### config.mk
export PLATFORM = sky130hd
export DESIGN_NAME = multiboot_reboot_ctrl
export DESIGN_NICKNAME = d
export VERILOG_FILES = /design/src/rtl/multiboot_reboot_ctrl.sv
export SDC_FILE = /design/constraint.sdc
export NUM_CORES = 1
export LEC_CHECK = 0
export ABC_CLOCK_PERIOD_IN_PS = 3060
export BUFFER_PORTS_ARGS = -buffer_cell sky130_fd_sc_hd__buf_2
export CAP_MARGIN = 0
export CELL_PAD_IN_SITES_DETAIL_PLACEMENT = 1
export CELL_PAD_IN_SITES_GLOBAL_PLACEMENT = 2
export CORE_MARGIN = 10
export CORE_UTILIZATION = 30
export CTS_CLUSTER_DIAMETER = 200
export DETAILED_ROUTE_END_ITERATION = 6
export GPL_TIMING_DRIVEN = 0
export PLACE_DENSITY_LB_ADDON = 0.3
export SETUP_SLACK_MARGIN = 0.02
export SLEW_MARGIN = 20
export SYNTH_ARGS = -nofsm -noshare
export SYNTH_HDL_FRONTEND = slang
export SYNTH_SLANG_ARGS = --single-unit
export TNS_END_PERCENT = 50
### constraint.sdc
create_clock -name clock -period 3.06 [get_ports clock]
set_input_delay 0.459 -clock clock [delete_from_list [all_inputs] [get_ports clock]]
set_output_delay 0.459 -clock clock [all_outputs]
set_load 0.02 [all_outputs]
### src/rtl/multiboot_reboot_ctrl.sv
// Multiboot reboot controller: after a start-up delay, drives an IPROG command
// sequence into the ICAP so the device reloads from one of NUM_IMAGES flash addresses.
module multiboot_reboot_ctrl #(
   parameter int         NUM_IMAGES  = 4,
   parameter int         ADDR_WIDTH  = 24,
   parameter int         CLK_DIV     = 4,
   parameter int         DELAY_WIDTH = 16,
   parameter logic [7:0] READ_OP     = 8'h03,
   parameter int         AUTO_BOOT   = 0,
   parameter int         AUTO_IMAGE  = 0,
   localparam int        SELW        = $clog2(NUM_IMAGES)
) (
   input  logic                             clock,
   input  logic                             reset,
   input  logic [NUM_IMAGES*ADDR_WIDTH-1:0] addr_table,
   input  logic [SELW-1:0]                  sel,
   input  logic                             req,
   output logic                             ready,
   output logic                             busy,
   output logic                             err,
   output logic                             icap_clk,
   output logic                             icap_ce_n,
   output logic                             icap_wr_n,
   output logic [15:0]                      icap_din
);

   localparam int PW = (CLK_DIV > 2) ? $clog2(CLK_DIV) : 1;

   typedef enum logic [1:0] {
      ST_WAIT = 2'd0,
      ST_IDLE = 2'd1,
      ST_SEQ  = 2'd2
   } state_t;

   state_t                  state_q, state_d;
   logic [PW-1:0]           phase_q, phase_d;
   logic [DELAY_WIDTH-1:0]  delay_q, delay_d;
   logic [3:0]              idx_q, idx_d;
   logic [ADDR_WIDTH-1:0]   addr_q, addr_d;
   logic                    auto_q, auto_d;
   logic                    err_q, err_d;
   logic                    ce_n_q, ce_n_d;
   logic                    wr_n_q, wr_n_d;
   logic [15:0]             din_q, din_d;

   logic                    tick;
   logic [31:0]             sel_eff;
   logic                    sel_ok;
   logic [ADDR_WIDTH-1:0]   entry;

   function automatic logic [15:0] seq_word(input logic [3:0] idx, input logic [23:0] a);
      case (idx)
         4'd0:    seq_word = 16'hFFFF;
         4'd1:    seq_word = 16'hAA99;
         4'd2:    seq_word = 16'h5566;
         4'd3:    seq_word = 16'h3261;
         4'd4:    seq_word = a[15:0];
         4'd5:    seq_word = 16'h3281;
         4'd6:    seq_word = {READ_OP, a[23:16]};
         4'd7:    seq_word = 16'h30A1;
         4'd8:    seq_word = 16'h000E;
         4'd9,
         4'd10,
         4'd11,
         4'd12:   seq_word = 16'h2000;
         default: seq_word = 16'hFFFF;
      endcase
   endfunction

   // ICAP expects each byte MSB-first on bit 0
   function automatic logic [15:0] bit_rev(input logic [15:0] w);
      for (int b = 0; b < 2; b++) begin
         for (int j = 0; j < 8; j++) begin
            bit_rev[8*b + j] = w[8*b + 7 - j];
         end
      end
   endfunction

   assign tick      = (phase_q == '0);
   assign phase_d   = (phase_q == PW'(CLK_DIV - 1)) ? '0 : phase_q + 1'b1;
   assign icap_clk  = (phase_q >= PW'(CLK_DIV / 2));
   assign ready     = (state_q == ST_IDLE);
   assign busy      = (state_q == ST_SEQ);
   assign err       = err_q;
   assign icap_ce_n = ce_n_q;
   assign icap_wr_n = wr_n_q;
   assign icap_din  = din_q;

   always_comb begin
      sel_eff = auto_q ? 32'(AUTO_IMAGE) : 32'(sel);
      sel_ok  = (sel_eff < 32'(NUM_IMAGES));
      entry   = '0;
      for (int i = 0; i < NUM_IMAGES; i++) begin
         if (sel_eff == 32'(i)) entry = addr_table[i*ADDR_WIDTH +: ADDR_WIDTH];
      end
   end

   always_comb begin
      state_d = state_q;
      delay_d = delay_q;
      idx_d   = idx_q;
      addr_d  = addr_q;
      auto_d  = auto_q;
      err_d   = err_q;
      ce_n_d  = ce_n_q;
      wr_n_d  = wr_n_q;
      din_d   = din_q;
      if (tick) begin
         err_d  = 1'b0;
         ce_n_d = 1'b1;
         wr_n_d = 1'b1;
         din_d  = 16'hFFFF;
         case (state_q)
            ST_WAIT: begin
               if (delay_q == {DELAY_WIDTH{1'b1}}) state_d = ST_IDLE;
               else                                delay_d = delay_q + 1'b1;
            end
            ST_IDLE: begin
               if (auto_q || req) begin
                  auto_d = 1'b0;
                  if (sel_ok) begin
                     addr_d  = entry;
                     idx_d   = 4'd0;
                     state_d = ST_SEQ;
                     ce_n_d  = 1'b0;
                     wr_n_d  = 1'b0;
                     din_d   = bit_rev(seq_word(4'd0, 24'(entry)));
                  end else begin
                     err_d = 1'b1;
                  end
               end
            end
            ST_SEQ: begin
               if (idx_q == 4'd12) begin
                  state_d = ST_IDLE;
               end else begin
                  idx_d  = idx_q + 4'd1;
                  ce_n_d = 1'b0;
                  wr_n_d = 1'b0;
                  din_d  = bit_rev(seq_word(idx_q + 4'd1, 24'(addr_q)));
               end
            end
            default: state_d = ST_IDLE;
         endcase
      end
   end

   always_ff @(posedge clock) begin
      if (reset) begin
         phase_q <= '0;
         delay_q <= '0;
         state_q <= ST_WAIT;
         idx_q   <= '0;
         auto_q  <= (AUTO_BOOT != 0);
         err_q   <= 1'b0;
         ce_n_q  <= 1'b1;
         wr_n_q  <= 1'b1;
         din_q   <= 16'hFFFF;
      end else begin
         phase_q <= phase_d;
         delay_q <= delay_d;
         state_q <= state_d;
         idx_q   <= idx_d;
         auto_q  <= auto_d;
         err_q   <= err_d;
         ce_n_q  <= ce_n_d;
         wr_n_q  <= wr_n_d;
         din_q   <= din_d;
      end
      addr_q <= addr_d;
   end

endmodule
== Yosys cells after proc, flatten, opt, wreduce, memory -nomap -nowiden ==
Cells that the tools add are included.
W data, S select, Z words.

* Memories: 0
* Flip-flop bits (word level): 66
* Output and inout port bits: 22
* Bits in latches: 0
* Memory bits (writable): 0
* Bits in read-only memories: 0

* Multiplexer cells: 22
* Magnitude comparators: 2
* Div/mod/pow operators: 0
* Reductions and logical operators: 10
* Multiply operators: 0
* Equality and inequality tests: 25
* Shift-type cells: 0
* Bitwise logic cells: 1
* $add $sub $neg: 3

{| class="wikitable"
|+ Operator list
! cell !! count
|-
| $pmux W16 S9 || 1
|-
| $mux W24 || 4
|-
| $logic_not A32 Y1 || 1
|-
| $mux W16 || 2
|-
| $eq A4 B4 Y1 const B || 6
|-
| $add A16 B1 Y16 const B || 1
|-
| $eq A16 B16 Y1 const B || 1
|-
| $eq A4 B3 Y1 const B || 4
|-
| $mux W4 || 3
|-
| $reduce_and A5 Y1 || 2
|-
| $eq A2 B2 Y1 const B || 4
|-
| $eq A4 B2 Y1 const B || 2
|-
| $mux W2 || 4
|-
| $pmux W4 S2 || 1
|-
| $ne A2 B1 Y1 const B || 3
|-
| $pmux W2 S3 || 1
|-
| $mux W1 || 5
|-
| $add A4 B1 Y4 const B || 1
|-
| $eq A2 B1 Y1 const B || 2
|-
| $eq A4 B1 Y1 const B || 1
|-
| $logic_not A2 Y1 || 2
|-
| $ne A2 B2 Y1 const B || 2
|-
| $reduce_and A4 Y1 || 1
|-
| $reduce_or A4 Y1 || 1
|-
| 8 further kinds || 8
|}

== Depth between registers and ports, before layout ==
* Word-level depth: 6
* Mapped depth: 8

== Worst setup path after synthesis ==
Ideal clock, no wire load.

* Path type: register to register
* From: reg idx_q[0]
* To: reg din_q[10], in the netlist icap_din[10]
* Buffers on the path: 1
* Setup slack: 923 ps
* Required time: 2938 ps
* Cell stages (with the launch flop): 9
* Arrival: 2015 ps
* Path through: dfxtp_1 inv_1 ha_1 clkbuf_1 nand3_1 nand4_1 a221oi_4 o21ai_2 o32a_1

* Word-level cells in the longest chain between the ends: 6
* Elaborated cells on any way between the ends: 18

{| class="wikitable"
|+ RTL lines
! item !! RTL line !! text
|-
| start: declaration || 38 || <nowiki>logic [3:0] idx_q, idx_d;</nowiki>
|-
| start signal: assignment || 163 || <nowiki>idx_q <= idx_d;</nowiki>
|-
| $add A4 B1 Y4 || 140 || <nowiki>din_d = bit_rev(seq_word(idx_q + 4'd1, 24'(addr_q)));</nowiki>
|-
| $eq A4 B4 Y1 || 52 || <nowiki>case (idx)</nowiki>
|-
| $reduce_or A4 Y1 || 52 ||
|-
| $pmux W16 S9 || 52 ||
|-
| $mux W16 (*) || 134 || <nowiki>if (idx_q == 4'd12) begin</nowiki>
|-
| $mux W16 (*) || n/a ||
|-
| end signal: assignment || 168 || <nowiki>din_q <= din_d;</nowiki>
|-
| end: declaration || 44 || <nowiki>logic [15:0] din_q, din_d;</nowiki>
|}

Mark *: on every way between the ends. The rest lies on a longest branch, timed or not.
A chain may end at the register's enable or synchronous reset.

== Final worst setup path ==
Ends and elaborated chain as after synthesis.

==> results.toml <==
[run_status]
status = "complete, no violations"

[min_path]
min_to = "icap_din[15]"
hold_depth = 1
min_path_type = "reg -> reg"
hp-start = "icap_din[15]"

[placed_design]
hpwl_microns = 9140
gp_congestion = 0.807
post-place-ws_ps = 431
numPortBuffers = 118

[logic_synthesis]
synthArstFlopShare_pct = 0
syn-num-nets = 440
yosys.area_share.xor_xnor_pct = 3.91
syn_area_sq_um = 3580
synth_compound_area_share_pct = 12.7
ys_seq_area_share_pct = 43.0
synthAdderAreaFrac_pct = 4.19
syn_avg_cell_area_sq_um = 11.0
yosysTopAreaCellShare_pct = 22.9
synth_top_family_by_area = "simple AND/OR/NAND/NOR gates"
synth_edf_count = 24
synth-simple-area-share_pct = 16.4
synth_top_flop_cell = "dfxtp_1"
syn_inst = 327
synth.distinct_cells = 53
yosysWarnings = 0
yosysTopAreaCell = "dfxtp_1"
synthMuxAreaShare_pct = 15.8
ys_top_cells_by_area = "dfxtp_1 23%, edfxtp_1 20%, mux4_2 15%"
ys_ff_latch = 65

[worst_setup_path]
worst_path_max_delay_cell = "a221oi_4"
rr_endpoint = "icap_din[10]"
r2r_setup_slack_ps = 430
crit_path_cell_trace = "inv_1 -> ha_1 -> clkbuf_1 -> nor3_1 -> a21boi_0 -> a221oi_4 -> o21ai_2 -> o32a_1"
r2r-start = "idx_q[0]"
start_kind = "flip-flop"
crit_fanout = 10
worstPathArrival_ps = 2840
crit_required_ps = 3270
crit_family = "compound AO/OA/AOI/OAI gates"
rr_worst_depth = 8
crit_path_end_kind = "flip-flop"
crit_buf_inv = 2
max_stage_delay_ps = 580
critPathKind = "reg -> reg"

[timing]
rsz0062_at_grt = "no"
setup_viol = 0
worst_pin_slew_ps = 1020
finalCriticalPeriod_ps = 2630
hold_viol_final = 0
finClkSkew_ps = 6.72
whs_ps = 470
final.setup.worst_slack_ps = 428
max-slew-margin-rel_pct = 31.1
slew_viol_final = 0
fin_tns_setup_ps = 0
max_freq_mhz = 380
fin_crit_sh_pct = 86.0

[finish]
final_net_count = 569
fill_cells = 1315
syn2layout_area_growth_pct = 29.4
diodes = 0
drive_gt1_share_pct = 38.2

[detailed_routing]
first_iter_violations = 120
vias = 3144
viasPerCell = 5.21
wire_per_inst_microns = 18.6
drt-total-wl_microns = 11200
ant_nets = 0
route.detailed.drc = 0
dr.pass1.iters = 4

[flow_run]
cap_violations = 0

[cts]
cts_resized = 0
clockBufferDepth = 2
cts_root_buffer = "clkbuf_16"
clock_sinks = 65
clk_latency_ps = 330
clk_pin_slew_ps = 50
cts_hold_buffers = 0
htree_levels = 3
postCtsSetupBuffers = 0
cts_buffers = 9
cts_tree = "built"

[die]
die-width_microns = 129
fp.dieH_microns = 129
io_pins = 123
die_area_sq_um = 16700
num_rows = 39
start_util_pct = 31.0
core-area_sq_um = 11600

[global_route]
grt_pass1_vias = 3452
grt_overflow_total = 0
grt_max_degree = 25
track_usage_pct = 13.6
grt_pass1_wl_microns = 17900
antenna_found_initial = 0

[power]
p_per_area_nw_per_um2 = 457
p_leak_nw = 1.71
max-vdd-ir-drop_v = 0.000224
state kept, by name, summed over array words and instances (netlist names):
name,flops
icap_wr_n,1
idx_q,4
addr_q,24
delay_q,16
icap_din,16
state_q,2
phase_q,2
metal layers:
layer / part of all wire, % / global-route usage (%) / up-vias / wire, microns
met3: 6.8 / 4.93 / 15 / 770
li1: - / - / 1501 / -
met2: 49 / 22.7 / 102 / 5560
met5: 0 / 0 / - / 0
met4: 1.9 / 5.69 / 0 / 215
met1: 42 / 15.4 / 1526 / 4710
where the power goes:
group	leakage (nW)	total [mW]	internal, mW	switching [mW]
clock network	0.140	0.980	0.626	0.354
registers	0.547	0.922	0.912	0.0101
logic	1.02	0.217	0.122	0.0954
total	1.71	2.12	1.66	0.459
cells in the final DEF, fill, tap and decap left out, drive strengths merged, types with 11 or more instances in the layout:
master / netlist / layout
buf: 10 / 128
clkbuf: 12 / 24
dfxtp: 41 / 41
edfxtp: 24 / 24
ha: 12 / 12
mux4: 24 / 24
nand2: 20 / 20
nor2: 35 / 35
o21ai: 12 / 12
xnor2: 11 / 11
worst max path at each step:
stage | cells after the start | from | endpoint | slack, ps
final | 8 | idx_q[0] | icap_din[10] | 430
after global routing | 8 | idx_q[0] | icap_din[10] | 200
after CTS | 8 | idx_q[0] | icap_din[10] | 410
after detailed placement | 8 | idx_q[0] | icap_din[10] | 430
after global placement | 8 | idx_q[0] | icap_din[10] | 450
after floorplan | 8 | idx_q[0] | icap_din[10] | 920
worst register-to-register path, delay by kind of cell, from the launching register on:
family	cells	cell delay, ps
compound gates	4	1330
fa+ha+maj	1	160
buf+inv	2	500
flops	1	380
simple gates	1	130
per-stage QoR:
step	cells	power [mW]	util, %	instance area, sq um
6_report	604	2.12	40.1	4640
5_1_grt	604	2.21	40.1	4640
4_1_cts	604	2.16	40.1	4630
3_5_place_dp	588	1.16	37.6	4350
3_3_place_gp	588	1.15	37.6	4350
2_1_floorplan	327	1.07	-	3580
Yosys cell counts (all sizes together), types with 2 or more instances:
cell type,n
dfxtp,41
nor2,35
edfxtp,24
mux4,24
nand2,20
clkbuf,12
ha,12
o21ai,12
xnor2,11
buf,10
nand3,10
nand4,10
nor3,10
a21oi,9
inv,9
a22oi,7
a31oi,6
o22a,6
xor2,5
a221oi,4
and2,4
o32a,4
a211oi,3
and3,3
nand2b,3
nor2b,3
nor3b,3
nor4,3
or3,3
a21boi,2
and4,2
o211ai,2
or2,2
layout make-up:
class	count	area (sq um)	area share (%)
multi-input cells	231	1910	41.1
flip-flops and latches	65	1540	33.3
repair buffers	118	591	12.7
clock buffers	12	236	5.10
well taps	143	179	3.86
plain buffers	22	104	2.24
clock inverters	4	45.0	0.972
inverters	9	33.8	0.729
kinds of logic after synthesis:
kind of cell,after synthesis
AO/OA/AOI/OAI,61
other,1
XOR/XNOR,16
flip-flops,65
adder cells (fa/ha/maj),12
multiplexers,26
buffers and inverters,31
AND/OR/NAND/NOR,115
Note: power is estimated with default switching activity, not from simulation.
